$ cat src/rtl/alu_div_pkg.sv
// Shared definitions for the sequential divider: FSM state encoding and a
// width-generic two's-complement magnitude helper.
package alu_div_pkg;

  typedef enum logic [1:0] {
    IDLE = 2'd0,
    RUN  = 2'd1,
    FIX  = 2'd2
  } state_t;

  // Widest operand abs_val can handle; callers narrower than this zero-extend in.
  localparam int unsigned ABS_MAX_W = 64;

  function automatic logic [ABS_MAX_W-1:0] abs_val(input logic [ABS_MAX_W-1:0] x,
                                                   input int unsigned          w);
    logic [ABS_MAX_W-1:0] signBit;
    logic [ABS_MAX_W-1:0] mask;
    logic [ABS_MAX_W-1:0] xm;
    signBit = ABS_MAX_W'(1) << (w - 1);
    mask    = (signBit << 1) - ABS_MAX_W'(1);
    xm      = x & mask;
    return ((xm & signBit) != '0) ? ((~xm + ABS_MAX_W'(1)) & mask) : xm;
  endfunction

endpackage

$ cat src/rtl/seq_divider_div_step.sv
// One restoring-division iteration: shift in a dividend bit, trial-subtract the
// divisor, keep the difference when it does not borrow.
module div_step #(
  parameter int WIDTH = 8
) (
  input  logic [WIDTH-1:0] part_i,
  input  logic             bit_i,
  input  logic [WIDTH-1:0] divisor_i,
  output logic [WIDTH-1:0] part_o,
  output logic             qbit_o
);

  // The shifted value needs one extra bit; the restored result always fits in WIDTH.
  logic [WIDTH:0]   shifted;
  logic [WIDTH-1:0] diff;

  always_comb begin
    shifted = {part_i, bit_i};
    diff    = shifted[WIDTH-1:0] - divisor_i;
    qbit_o  = (shifted >= {1'b0, divisor_i});
    part_o  = qbit_o ? diff : shifted[WIDTH-1:0];
  end

endmodule

$ cat src/rtl/seq_divider.sv
// Multi-cycle radix-2 restoring divider with signed mode, divide-by-zero and
// signed-overflow flags, and a start/busy/done handshake.
module seq_divider
  import alu_div_pkg::*;
#(
  parameter int WIDTH     = 8,
  parameter bit SIGNED_EN = 1'b1
) (
  input  logic             clk,
  input  logic             rst,
  input  logic             start,
  input  logic             signed_mode,
  input  logic [WIDTH-1:0] A,
  input  logic [WIDTH-1:0] B,
  output logic             busy,
  output logic             done,
  output logic [WIDTH-1:0] Q,
  output logic [WIDTH-1:0] R,
  output logic             div_zero,
  output logic             overflow
);

  localparam int CW = $clog2(WIDTH + 1);

  state_t           state_q, state_d;
  logic [CW-1:0]    cnt_q, cnt_d;
  logic [WIDTH-1:0] dividend_q, dividend_d;
  logic [WIDTH-1:0] divisor_q, divisor_d;
  logic [WIDTH-1:0] quot_q, quot_d;
  logic [WIDTH-1:0] partRem_q, partRem_d;
  logic [WIDTH-1:0] qOut_q, qOut_d;
  logic [WIDTH-1:0] rOut_q, rOut_d;
  logic             qNeg_q, qNeg_d;
  logic             rNeg_q, rNeg_d;
  logic             ovfPend_q, ovfPend_d;
  logic             done_q, done_d;
  logic             divZero_q, divZero_d;
  logic             ovf_q, ovf_d;

  logic             signedOp;
  logic [WIDTH-1:0] absA, absB;
  logic [WIDTH-1:0] stepPart;
  logic             stepQbit;

  div_step #(.WIDTH(WIDTH)) u_step (
    .part_i   (partRem_q),
    .bit_i    (dividend_q[WIDTH-1]),
    .divisor_i(divisor_q),
    .part_o   (stepPart),
    .qbit_o   (stepQbit)
  );

  always_comb begin
    signedOp = signed_mode & SIGNED_EN;
    absA     = signedOp ? WIDTH'(abs_val(ABS_MAX_W'(A), WIDTH)) : A;
    absB     = signedOp ? WIDTH'(abs_val(ABS_MAX_W'(B), WIDTH)) : B;
  end

  always_comb begin
    state_d    = state_q;
    cnt_d      = cnt_q;
    dividend_d = dividend_q;
    divisor_d  = divisor_q;
    quot_d     = quot_q;
    partRem_d  = partRem_q;
    qOut_d     = qOut_q;
    rOut_d     = rOut_q;
    qNeg_d     = qNeg_q;
    rNeg_d     = rNeg_q;
    ovfPend_d  = ovfPend_q;
    done_d     = 1'b0;
    divZero_d  = divZero_q;
    ovf_d      = ovf_q;

    unique case (state_q)
      IDLE: begin
        if (start) begin
          if (B == '0) begin
            qOut_d    = '1;
            rOut_d    = A;
            divZero_d = 1'b1;
            ovf_d     = 1'b0;
            done_d    = 1'b1;
          end else begin
            dividend_d = absA;
            divisor_d  = absB;
            qNeg_d     = signedOp & (A[WIDTH-1] ^ B[WIDTH-1]);
            rNeg_d     = signedOp & A[WIDTH-1];
            ovfPend_d  = signedOp && (A == {1'b1, {(WIDTH-1){1'b0}}}) && (B == '1);
            partRem_d  = '0;
            quot_d     = '0;
            cnt_d      = CW'(WIDTH);
            state_d    = RUN;
          end
        end
      end
      RUN: begin
        partRem_d  = stepPart;
        quot_d     = {quot_q[WIDTH-2:0], stepQbit};
        dividend_d = {dividend_q[WIDTH-2:0], 1'b0};
        cnt_d      = cnt_q - CW'(1);
        if (cnt_q == CW'(1)) state_d = FIX;
      end
      FIX: begin
        // Most-negative / -1 wraps; the magnitude path already yields 100..0 rem 0.
        qOut_d    = qNeg_q ? -quot_q : quot_q;
        rOut_d    = rNeg_q ? -partRem_q : partRem_q;
        if (ovfPend_q) begin
          qOut_d = {1'b1, {(WIDTH-1){1'b0}}};
          rOut_d = '0;
        end
        ovf_d     = ovfPend_q;
        divZero_d = 1'b0;
        done_d    = 1'b1;
        state_d   = IDLE;
      end
      default: state_d = IDLE;
    endcase
  end

  always_ff @(posedge clk) begin
    if (rst) begin
      state_q    <= IDLE;
      cnt_q      <= '0;
      dividend_q <= '0;
      divisor_q  <= '0;
      quot_q     <= '0;
      partRem_q  <= '0;
      qOut_q     <= '0;
      rOut_q     <= '0;
      qNeg_q     <= 1'b0;
      rNeg_q     <= 1'b0;
      ovfPend_q  <= 1'b0;
      done_q     <= 1'b0;
      divZero_q  <= 1'b0;
      ovf_q      <= 1'b0;
    end else begin
      state_q    <= state_d;
      cnt_q      <= cnt_d;
      dividend_q <= dividend_d;
      divisor_q  <= divisor_d;
      quot_q     <= quot_d;
      partRem_q  <= partRem_d;
      qOut_q     <= qOut_d;
      rOut_q     <= rOut_d;
      qNeg_q     <= qNeg_d;
      rNeg_q     <= rNeg_d;
      ovfPend_q  <= ovfPend_d;
      done_q     <= done_d;
      divZero_q  <= divZero_d;
      ovf_q      <= ovf_d;
    end
  end

  assign busy     = (state_q != IDLE);
  assign done     = done_q;
  assign Q        = qOut_q;
  assign R        = rOut_q;
  assign div_zero = divZero_q;
  assign overflow = ovf_q;

endmodule

$ cat config.mk
export PLATFORM = sky130hd
export DESIGN_NAME = seq_divider
export DESIGN_NICKNAME = d
export VERILOG_FILES = /design/src/rtl/alu_div_pkg.sv /design/src/rtl/seq_divider_div_step.sv /design/src/rtl/seq_divider.sv
export SDC_FILE = /design/constraint.sdc
export NUM_CORES = 1
export LEC_CHECK = 0
export CORE_UTILIZATION = 50
export CTS_BUF_LIST = sky130_fd_sc_hd__clkbuf_4 sky130_fd_sc_hd__clkbuf_8
export CTS_CLUSTER_DIAMETER = 150
export DETAILED_ROUTE_END_ITERATION = 8
export PLACE_DENSITY = 0.73
export SLEW_MARGIN = 30
export SYNTH_ARGS = -nofsm -noshare
export SYNTH_HDL_FRONTEND = slang
export SYNTH_SLANG_ARGS = --single-unit
export TNS_END_PERCENT = 20
$ cat constraint.sdc
create_clock -name clk -period 5.55 [get_ports clk]
set_input_delay 1.3875 -clock clk [delete_from_list [all_inputs] [get_ports clk]]
set_output_delay 1.3875 -clock clk [all_outputs]
set_load 0.02 [all_outputs]
### After elaboration in Yosys (flattened, before gate mapping)

Cells that the tools add are included.

| word-level totals | value |
|---|---|
| flip-flop bits (word level) | 60 |
| latch bits | 0 |
| bits in writable memories | 0 |
| ROM bits | 0 |
| output and inout port bits | 20 |
| memories | 0 |

| operators by class | value |
|---|---|
| add/sub/neg operators | 6 |
| multipliers | 0 |
| div/mod/pow operators | 0 |
| $lt $le $gt $ge | 1 |
| equal/unequal tests | 9 |
| shift-type cells | 0 |
| mux-type cells | 38 |
| bitwise operators | 6 |
| reductions and logical operators | 11 |

Operators with widths:

| operator | number |
|---|---|
| 8-bit 2-to-1 mux | 17 |
| 8-bit one-hot mux with 2 select lines | 5 |
| 8-bit by 1-bit adder with 8-bit output (second input constant) | 2 |
| 8-bit equality test (second input constant) | 2 |
| 8-bit negation | 2 |
| 8-bit NOT | 2 |
| 3-bit AND reduction | 4 |
| 9-bit by 8-bit >= comparator with 1-bit output | 1 |
| 8-bit zero test | 1 |
| 4-bit 2-to-1 mux | 2 |
| 2-bit != test (second input constant) | 4 |
| 4-bit one-hot mux with 2 select lines | 1 |
| 8-bit subtractor | 1 |
| 1-bit 2-to-1 mux | 6 |
| 2-bit 2-to-1 mux | 3 |
| 1-bit one-hot mux with 2 select lines | 3 |
| 2-bit nonzero test | 3 |
| 4-bit by 1-bit equality test with 1-bit output (second input constant) | 1 |
| 2-bit one-hot mux with 2 select lines | 1 |
| 4-bit by 1-bit subtractor with 4-bit output (second input constant) | 1 |
| 1-bit AND | 2 |
| 2-bit by 1-bit equality test with 1-bit output (second input constant) | 1 |
| 2-bit equality test (second input constant) | 1 |
| 1-bit logical AND | 2 |
| 3 further kinds | 3 |

### Longest topological paths before layout

Gate-level depths: netlist of run 1.

| logic depth | value |
|---|---|
| word-level depth | 7 |
| depth in mapped cells | 10 |
| mapped depth without buffers | 10 |

### Cells and area by module

From an unflattened synthesis of run 1, not the netlist that was laid out.

| unflattened totals | value |
|---|---|
| cell total of the unflattened synthesis | 395 |
| area total of the unflattened synthesis | 3429.5 um2 |

By module, submodules not included:

| module | instances | cells an instance | area each (um2) | sequential area each (um2) |
|---|---|---|---|---|
| seq_divider | 1 | 326 | 2909.0 | 1201.2 |
| div_step | 1 | 69 | 520.5 | 0.0 |

### Worst setup path after synthesis of run 1

OpenSTA, ideal clock, no wires.

| path | value |
|---|---|
| path kind | input to register |
| from | in B[7] |
| to | reg dividend_q[5] |
| setup time | 0.128 ns |
| data arrival time | 2.528 ns |
| data required time | 5.422 ns |
| path slack | 2.894 ns |
| stages | 7 |
| cells stage by stage | clkbuf_1 nor2_1 a41oi_2 buf_2 nor2_1 a221oi_1 nor2_1 |

| on the way | value |
|---|---|
| word-level cells in the longest chain between the ends | 3 |

RTL lines:

| what | RTL line | RTL |
|---|---|---|
| from (decl) | seq_divider.sv:14 | `input logic [WIDTH-1:0] B,` |
| 8-bit zero test | seq_divider.sv:78 | `if (B == '0) begin` |
| 2-bit != test (no source line) | - |  |
| 3-bit AND reduction (no source line) | - |  |
| to (signal assigned) | seq_divider.sv:140 | `dividend_q <= dividend_d;` |
| to (decl) | seq_divider.sv:27 | `logic [WIDTH-1:0] dividend_q, dividend_d;` |

Every way passes these cells.
A chain may end at the register's enable or synchronous reset.

### Worst setup path after layout of run 1

| path | value |
|---|---|
| from | in B[0] |
| to | reg partRem_q[5] |

| on the way | value |
|---|---|
| word-level cells in the longest chain between the ends | 3 |

RTL lines:

| what | RTL line | RTL |
|---|---|---|
| 8-bit zero test | seq_divider.sv:78 |  |
| 2-bit != test (no source line) | - |  |
| 3-bit AND reduction (no source line) | - |  |
| to (signal assigned) | seq_divider.sv:143 | `partRem_q <= partRem_d;` |
| to (decl) | seq_divider.sv:30 | `logic [WIDTH-1:0] partRem_q, partRem_d;` |

Every way passes these cells.

==> metrics.yaml, run 1 <==
synth:
  yosys-top-cells-area: "dfxtp_1, nor2_1, ha_1, nand2_1, a21oi_1"
  yosysTopAreaCellShare_pct: 36.09
  syn_area_sq_mm: 0.003328
  synth_edf_count: 0
  ys_ff_latch: 60
  async_reset_ff_share_pct: 0
  synthFlopType: "dfxtp_1"
  yosysMostFrequentCell: "dfxtp_1"
  ys_seq_area_share_pct: 36.09
  yosysTopAreaCell: "dfxtp_1"
  yosys_warnings: 0
  avgSynthCellArea_sq_um: 8.118
  syn_inst: 410
  yosysUniqueCellTypes: 51
  netlist_top_cells_count: "dfxtp_1, nor2_1, nand2_1"
  synth_nets: 446
timing:
  setup_tns_ps: 0
  worstMarginPinSlew_ps: 732.1
  hold_viol: 0
  slew_violations: 0
  fmax_ghz: 0.3070
  period_share_pct: 58.69
  fin_crit_ps: 3257
  finalHoldWorstSlack_ps: 446.1
  rsz0062_at_grt: "no"
  setup-violations-final: 0
  skew_ps: 8.576
  relSlewSlack_pct: 51.20
clock_network:
  cts_resized: 0
  clock_latency_ps: 350
  root_buffer: "clkbuf_8"
  clk_path_buf_depth: 2
  clkSinkCount: 60
  htreeDepth: 3
  post_cts_buffers: 0
  cts_tree: "built"
  cts_hold_buf: 0
  cts.clk_slew.worst_paths_ps: 70
  cts_buffers: 9
floorplanning:
  fp-row-count: 29
  die-area_sq_mm: 0.006986
  coreArea_sq_mm: 0.006386
  die_y_um: 83.59
  io-pin-count: 40
  dieWidth_um: 83.59
  start_util_pct: 52.12
cells_and_area:
  nets: 478
  multi_input_area_sq_mm: 0.001932
  synthToLayoutAreaGrowth_pct: 19.06
  fill_cells: 575
  n_antenna_cell: 0
  seq_area_sq_mm: 0.001201
  drive_gt1_share_pct: 6.502
global_route:
  first_global_vias: 2788
  grt_pass1_wl_mm: 13.51
  overflow: 0
  grt_usage_pct: 24.28
  grt_max_degree: 22
  antenna_found_initial: 0
drt:
  via_per_inst: 5.618
  drc_errors: 0
  dr.pass1.iters: 4
  drtIter0Drc: 187
  antenna_left: 0
  vias: 2938
  wire_per_inst_um: 15.49
  wl_mm: 8.099
critical_path:
  start_kind: "primary input"
  worstRegToRegCells: 7
  critPathArrivalTime_ps: 3480
  crit_type: "in2reg"
  end_kind: "flop"
  cp_data_required_time_ps: 5770
  cp_max_fo: 17
pwr:
  ir_drop_mv: 0.1963
  power.leakage_nw: 1.567
  power.density_mw_per_mm2: 321.1
worst_hold_path:
  hold_path_depth: 2
  hp-class: "reg2reg"
placement:
  io_buffers: 39
  gp_congestion: 0.8366
  dp_hpwl_mm: 6.033
run_status:
  status: "completed"
run:
  drv_cap: 0
## final timing paths
path	start	endpoint	slack, ps
worst max-delay path	B[0]	partRem_q[5]$_SDFFE_PP0P_	2290
worst min-delay path	div_zero$_SDFFE_PP0P_	div_zero$_SDFFE_PP0P_	450
worst max register to register	partRem_q[1]$_SDFFE_PP0P_	partRem_q[1]$_SDFFE_PP0P_	3100
worst min register to register	div_zero$_SDFFE_PP0P_	div_zero$_SDFFE_PP0P_	450
## power by group
group / switching [W] / internal, W
logic: 0.000167 / 0.000135
registers: 0.0000316 / 0.000456
clock network: 0.000176 / 0.000306
total: 0.000374 / 0.000898
## layout by cell type (no fill, tap or decap), drive strengths merged, types with 14 or more instances in the layout
cell type	instances
nor2	54
clkdlybuf4s50	39
o21ai	24
a21oi	29
inv	26
ha	15
nand2	40
dfxtp	60
xor2	14
## layout make-up
| type | instances | area share, % |
|---|---|---|
| inverters | 26 | 2.463 |
| clock buffers | 10 | 3.473 |
| well taps | 77 | 2.431 |
| clock inverters | 5 | 2.526 |
| repair buffers | 40 | 10.04 |
| multi-input cells | 305 | 48.75 |
| flip-flops and latches | 60 | 30.31 |
## critical path: stages
cell,delay (ps)
clkdlybuf4s50_1,550
inv_1,60
ha_1,250
a41oi_2,590
nor2_2,310
a32oi_1,240
o31ai_1,90
## per-stage QoR
stage	area [sq um]	instances	power (W)	util, %	worst slack [ps]
5_1_grt	3963	523	0.001331	62.05	2109
6_report	3963	523	0.001272	62.05	2293
4_1_cts	3963	523	0.001271	62.05	2315
2_1_floorplan	3328	410	0.0007289	-	2894
3_5_place_dp	3725	508	0.0007965	58.33	1964
3_3_place_gp	3725	508	0.0007891	58.33	2013
## logic make-up after synthesis
| logic type | synth area share, % |
|---|---|
| AO/OA/AOI/OAI | 20.72 |
| XOR/XNOR | 7.105 |
| adder cells (fa/ha/maj) | 6.241 |
| buffers and inverters | 5.864 |
| flip-flops | 36.09 |
| multiplexers | 3.045 |
| AND/OR/NAND/NOR | 20.94 |
## sequential cells by signal, indices dropped and copies added, names as in the netlist
register    flops
Q               8
R               8
cnt_q           4
div_zero        1
dividend_q      8
divisor_q       8
done            1
overflow        1
ovfPend_q       1
partRem_q       8
qNeg_q          1
quot_q          8
rNeg_q          1
state_q         2
## metal layers
| layer | GRT usage [%] | share of wire [%] | vias to the layer above | wire length, um |
|---|---|---|---|---|
| li1 | - | - | 1496 | - |
| met1 | 32.67 | 47 | 1367 | 3809 |
| met2 | 38.95 | 47 | 62 | 3822 |
| met5 | 0 | 0 | - | 0 |
| met4 | 8.629 | 1.5 | 0 | 125 |
| met3 | 4.451 | 4.2 | 13 | 341 |
Power figures use the tool's default switching activity.
==> run 2: changes to the inputs <==
--- a/config.mk
+++ b/config.mk
@@ -9,7 +9,7 @@
 export CTS_BUF_LIST = sky130_fd_sc_hd__clkbuf_4 sky130_fd_sc_hd__clkbuf_8
 export CTS_CLUSTER_DIAMETER = 150
 export DETAILED_ROUTE_END_ITERATION = 8
-export PLACE_DENSITY = 0.73
+export PLACE_DENSITY = 0.76
 export SLEW_MARGIN = 30
 export SYNTH_ARGS = -nofsm -noshare
 export SYNTH_HDL_FRONTEND = slang
==> constraint.sdc (replaced) <==
create_clock -name clk -period 2.77 [get_ports clk]
set_input_delay 0.6925 -clock clk [delete_from_list [all_inputs] [get_ports clk]]
set_output_delay 0.6925 -clock clk [all_outputs]
set_load 0.02 [all_outputs]
==> metrics.yaml, run 2 (same netlist as run 1, synthesis figures left out) <==
run_status:
  status: "completed"  # unchanged
clock_network:
  root_buffer: "clkbuf_8"  # unchanged
  htreeDepth: 3  # unchanged
  clkSinkCount: 60  # unchanged
  cts_resized: 0  # unchanged
  clk_path_buf_depth: 2  # unchanged
  clock_latency_ps: 340  # was 350 ps
  cts_buffers: 9  # unchanged
  cts_tree: "built"  # unchanged
  post_cts_buffers: 0  # unchanged
  cts_hold_buf: 0  # unchanged
  cts.clk_slew.worst_paths_ps: 70  # about the same
critical_path:
  start_kind: "primary input"  # unchanged
  crit_type: "in2reg"  # unchanged
  cp_data_required_time_ps: 3010  # was 5770 ps
  end_kind: "flop"  # unchanged
  slowest_delay_ps: 550  # was 590 ps
  cp_slowest_cell: "clkdlybuf4s50_1"  # was a41oi_2
  crit_chain: "clkdlybuf4s50_1 -> inv_1 -> ha_1 -> nand4_1 -> and3_1 -> nor2_1 -> a311oi_1"  # was clkdlybuf4s50_1 -> inv_1 -> ha_1 -> a41oi_2 -> nor2_2 -> a32oi_1 -> o31ai_1
  cp_max_fo: 12  # was 17
  critPathArrivalTime_ps: 2580  # was 3480 ps
cells_and_area:
  seq_area_sq_mm: 0.001201  # unchanged
  final_cell_mix: "dfxtp_1, nor2_1, nand2_1, clkdlybuf4s50_1, a21oi_1"  # unchanged
  stdcell_count: 534  # was 523
  multi_input_area_sq_mm: 0.001932  # unchanged
  synthToLayoutAreaGrowth_pct: 20.38  # was 19.06%
  n_antenna_cell: 0  # unchanged
  layout_commonest_cell: "dfxtp_1"  # unchanged
  fill_cells: 565  # was 575
  drive_gt1_share_pct: 8.753  # was 6.502%
  nets: 488  # was 478
drt:
  drtIter0Drc: 231  # was 187
  antenna_left: 0  # unchanged
  vias: 3075  # was 2,938
  dr.pass1.iters: 5  # was 4
  drc_errors: 0  # unchanged
  via_per_inst: 5.758  # was 5.618
  wl_mm: 8.050  # was 8.099 mm
  wire_per_inst_um: 15.07  # was 15.49 um
timing:
  setup-violations-final: 0  # unchanged
  worstMarginPinSlew_ps: 805.5  # was 732.1 ps
  skew_ps: 9.440  # was 8.576 ps
  setup_tns_ps: 0  # unchanged
  relSlewSlack_pct: 46.10  # was 51.20%
  fmax_ghz: 0.4271
  period_share_pct: 84.52
  rsz0062_at_grt: "no"  # unchanged
  slew_violations: 0  # unchanged
  hold_viol: 0  # unchanged
  fin_crit_ps: 2341
floorplanning:
  start_util_pct: 52.12  # unchanged
  dieWidth_um: 83.59  # unchanged
  fp-row-count: 29  # unchanged
  coreArea_sq_mm: 0.006386  # unchanged
  io-pin-count: 40  # unchanged
  die-area_sq_mm: 0.006986  # unchanged
  die_y_um: 83.59  # unchanged
placement:
  dp_cells: 518  # was 508
  dp_hpwl_mm: 6.086  # was 6.033 mm
  gp_congestion: 0.9578  # was 0.8366
  io_buffers: 39  # unchanged
pwr:
  power.density_mw_per_mm2: 602.7  # was 321.1 mW/mm^2
  ir_drop_mv: 0.5356  # was 0.1963 mV
  power.leakage_nw: 1.600  # was 1.567 nW
run:
  drv_cap: 0  # unchanged
worst_hold_path:
  hp-class: "reg2reg"  # unchanged
global_route:
  grt_pass1_wl_mm: 13.69  # was 13.51 mm
  grt_max_degree: 31  # was 22
  grt_usage_pct: 24.20  # was 24.28%
  antenna_found_initial: 0  # unchanged
  first_global_vias: 2932  # was 2,788
  overflow: 0  # unchanged
## run 2: power by group
| group | internal [W] | total, W | switching (W) | leakage, nW |
|---|---|---|---|---|
| clock network | 0.000471 | 0.000810 | 0.000338 | 0.106 |
| logic | 0.000282 | 0.000634 | 0.000352 | 1.01 |
| registers | 0.000915 | 0.000971 | 0.0000566 | 0.488 |
## run 2: worst paths after layout
path / start / to / slack [ps] / cells past startpoint
worst max-delay path: B[1] / divisor_q[1]$_SDFFE_PP0P_ / 430 / 7
worst min-delay path: div_zero$_SDFFE_PP0P_ / div_zero$_SDFFE_PP0P_ / 450 / 2
worst max register to register: divisor_q[2]$_SDFFE_PP0P_ / partRem_q[2]$_SDFFE_PP0P_ / 450 / 8
worst min register to register: div_zero$_SDFFE_PP0P_ / div_zero$_SDFFE_PP0P_ / 450 / 2
## run 2: stage by stage
step	worst slack, ps	hold slack [ps]	area, sq um	total power, W	util (%)
4_1_cts	446.4	453.5	4006	0.002415	62.74
3_5_place_dp	96.52	442.6	3800	0.001614	59.50
5_1_grt	221.4	489.5	4006	0.002546	62.74
6_report	428.9	454.5	4006	0.002415	62.74
2_1_floorplan	809.0	424.9	3328	0.001460	-
3_3_place_gp	190.4	444.1	3800	0.001593	59.50
## run 2: per-layer routing
metal | track usage (%) | up-vias | part of all wire, %
met4 | 9.399 | 0 | 1.8
li1 | - | 1527 | -
met3 | 4.847 | 18 | 4.0
met2 | 40.58 | 94 | 48
met1 | 30.51 | 1436 | 46
met5 | 0 | - | 0
## run 2: final cells by class
class / count / share of cell area, %
multi-input combinational: 305 / 48.22
inverter: 26 / 2.436
clock inverter: 4 / 1.187
sequential: 60 / 29.98
clock buffer: 12 / 3.966
timing repair buffer: 50 / 11.81
tap: 77 / 2.405
## run 2: critical path, delay by kind of cell
kind,cells,cell delay (ps)
adders and majority gates,1,250
and+or+nand+nor,3,730
buffers and inverters,2,620
AOI/OAI and AO/OA,1,280
==> run 3: changes to the inputs <==
--- a/config.mk
+++ b/config.mk
@@ -9,7 +9,7 @@
 export CTS_BUF_LIST = sky130_fd_sc_hd__clkbuf_4 sky130_fd_sc_hd__clkbuf_8
 export CTS_CLUSTER_DIAMETER = 150
 export DETAILED_ROUTE_END_ITERATION = 8
-export PLACE_DENSITY = 0.76
+export PLACE_DENSITY = 0.73
 export SLEW_MARGIN = 30
 export SYNTH_ARGS = -nofsm -noshare
 export SYNTH_HDL_FRONTEND = slang
==> constraint.sdc (replaced) <==
create_clock -name clk -period 2.31 [get_ports clk]
set_input_delay 0.5775 -clock clk [delete_from_list [all_inputs] [get_ports clk]]
set_output_delay 0.5775 -clock clk [all_outputs]
set_load 0.02 [all_outputs]
==> metrics.yaml, run 3 (same netlist as run 1, synthesis figures left out) <==
cells_and_area:
  layout_commonest_cell: "dfxtp_1"  # unchanged
  nets: 516  # was 488
  final_cell_mix: "dfxtp_1, nor2_1, nand2_1, clkdlybuf4s50_1, buf_4"  # was dfxtp_1, nor2_1, nand2_1, clkdlybuf4s50_1, a21oi_1
  fin_util_pct: 65.60  # was 62.74%
  synthToLayoutAreaGrowth_pct: 25.86  # was 20.38%
  n_antenna_cell: 0  # unchanged
  drive_gt1_share_pct: 14.43  # was 8.753%
clock_network:
  clock_latency_ps: 340  # about the same
  cts_buffers: 9  # unchanged
  htreeDepth: 3  # unchanged
  clkSinkCount: 60  # unchanged
  clk_path_buf_depth: 2  # unchanged
  cts.clk_slew.worst_paths_ps: 70  # about the same
  cts_tree: "built"  # unchanged
  root_buffer: "clkbuf_8"  # unchanged
timing:
  relSlewSlack_pct: 39.66  # was 46.10%
  fin_crit_ps: 2171
  worstMarginPinSlew_ps: 901.7  # was 805.5 ps
  slew_violations: 0  # unchanged
  setup_tns_ps: 0  # unchanged
  fmax_ghz: 0.4605
  skew_ps: 5.121  # was 9.440 ps
  finalHoldWorstSlack_ps: 450.6  # was 454.5 ps
  hold_viol: 0  # unchanged
  rsz0062_at_grt: "no"  # unchanged
  setup-violations-final: 0  # unchanged
  period_share_pct: 94.00
floorplanning:
  start_util_pct: 52.12  # unchanged
  dieWidth_um: 83.59  # unchanged
  io-pin-count: 40  # unchanged
  fp-row-count: 29  # unchanged
  die_y_um: 83.59  # unchanged
  coreArea_sq_mm: 0.006386  # unchanged
  die-area_sq_mm: 0.006986  # unchanged
global_route:
  grt_max_degree: 18  # was 31
  grt_pass1_wl_mm: 13.92  # was 13.69 mm
  first_global_vias: 2978  # was 2,932
  overflow: 0  # unchanged
  grt_usage_pct: 24.92  # was 24.20%
  antenna_found_initial: 0  # unchanged
drt:
  wl_mm: 8.101  # was 8.050 mm
  antenna_left: 0  # unchanged
  wire_per_inst_um: 14.41  # was 15.07 um
  dr.pass1.iters: 4  # was 5
  drtIter0Drc: 145  # was 231
  via_per_inst: 5.573  # was 5.758
  vias: 3132  # was 3,075
  drc_errors: 0  # unchanged
pwr:
  swShare_pct: 32.56  # was 30.91%
  combPwrFrac_pct: 29.2  # was 26.2%
  power.density_mw_per_mm2: 671.6  # was 602.7 mW/mm^2
  p_switching_w: 0.0009161  # was 0.0007464 W
  power.leakage_nw: 1.724  # was 1.600 nW
  internal_power_w: 0.001897  # was 0.001668 W
  total_power_w: 0.002813  # was 0.002415 W
  power.share.sequential_pct: 40.9  # was 40.2%
  ir_drop_mv: 0.4507  # was 0.5356 mV
  p_clk_share_pct: 29.8  # was 33.5%
critical_path:
  critPathArrivalTime_ps: 1590  # was 2580 ps
  cp_data_required_time_ps: 1730  # was 3010 ps
  end_kind: "output pin"  # was flop
  start_kind: "flop"  # was primary input
  worstReg2RegEnd: "partRem_q[3]$_SDFFE_PP0P_"  # was partRem_q[2]$_SDFFE_PP0P_
  crit_type: "reg2out"  # was in2reg
  cp_max_fo: 6  # was 12
  r2r-start: "divisor_q[2]$_SDFFE_PP0P_"  # unchanged
  ff2ff_setup_slack_ps: 150  # was 450 ps
  worstRegToRegCells: 8  # unchanged
placement:
  dp_hpwl_mm: 6.262  # was 6.086 mm
  io_buffers: 39  # unchanged
  gp_congestion: 0.8322  # was 0.9578
run:
  drv_cap: 0  # unchanged
worst_hold_path:
  hp-class: "reg2reg"  # unchanged
  hold_path_startpoint: "div_zero$_SDFFE_PP0P_"  # unchanged
  holdPathEnd: "div_zero$_SDFFE_PP0P_"  # unchanged
  hold_path_depth: 2  # unchanged
run_status:
  status: "completed"  # unchanged
run 3: area by class of cell:
cell class | instances | area [sq um]
Sequential cell | 60 | 1202
Clock buffer | 10 | 137.6
Fill cell | 560 | 2197
Inverter | 26 | 97.59
Tap cell | 77 | 96.34
Clock inverter | 6 | 38.79
Timing Repair Buffer | 78 | 683.2
Multi-Input combinational cell | 305 | 1933
run 3: power by group through the flow:
| stage | logic (W) | registers [W] | clock network [W] |
|---|---|---|---|
| finish | 0.000823 | 0.00115 | 0.000839 |
| global route | 0.000920 | 0.00116 | 0.000905 |
| CTS | 0.000815 | 0.00115 | 0.000860 |
| detailed placement | 0.000810 | 0.00117 | 0 |
| global placement | 0.000798 | 0.00117 | 0 |
| floorplan | 0.000581 | 0.00117 | 0 |
run 3: metal layers:
layer  vias to the layer above  share of wire [%]  track usage [%]
met3                        18                3.9            6.528
met1                      1454                 46            31.46
met2                        80                 48            41.17
li1                       1580                  -                -
met5                         -                  0                0
met4                         0                1.9            8.475
run 3: worst max-delay path by stage:
stage                               from                         end  slack, ps  depth (start not counted)
3_3_place_gp                        A[0]  dividend_q[6]$_SDFFE_PP0P_         -2                          8
3_5_place_dp                        A[0]  dividend_q[6]$_SDFFE_PP0P_       -120                          8
5_1_grt        divisor_q[2]$_SDFFE_PP0P_   partRem_q[3]$_SDFFE_PP0P_         40                          8
4_1_cts        divisor_q[2]$_SDFFE_PP0P_   partRem_q[4]$_SDFFE_PP0P_         80                          8
6_report         state_q[0]$_SDFFE_PP0P_                        busy        140                          3
2_1_floorplan  partRem_q[1]$_SDFFE_PP0P_   partRem_q[1]$_SDFFE_PP0P_        350                          8
run 3: per-stage QoR:
step	instances	instance area (sq um)	setup slack (ps)
detailed placement	546	4010	-118.8
global placement	546	4010	-1.672
global route	562	4189	37.95
finish	562	4189	138.7
floorplan	410	3328	350.8
CTS	562	4187	75.07
run 3: worst max-delay path, stage by stage (launching register included):
cell             delay, ps
dfxtp_2                370
nor2_1                 280
inv_1                   70
clkdlybuf4s50_1        540
run 3: what timing repair did:
| action | CTS | global route |
|---|---|---|
| hold buffers | 0 | 0 |
| buffers inserted | 0 | 0 |
| gates resized for setup | 0 | 2 |
| setup endpoints to repair | 0 | 9 |
| hold endpoints to repair | 0 | 0 |
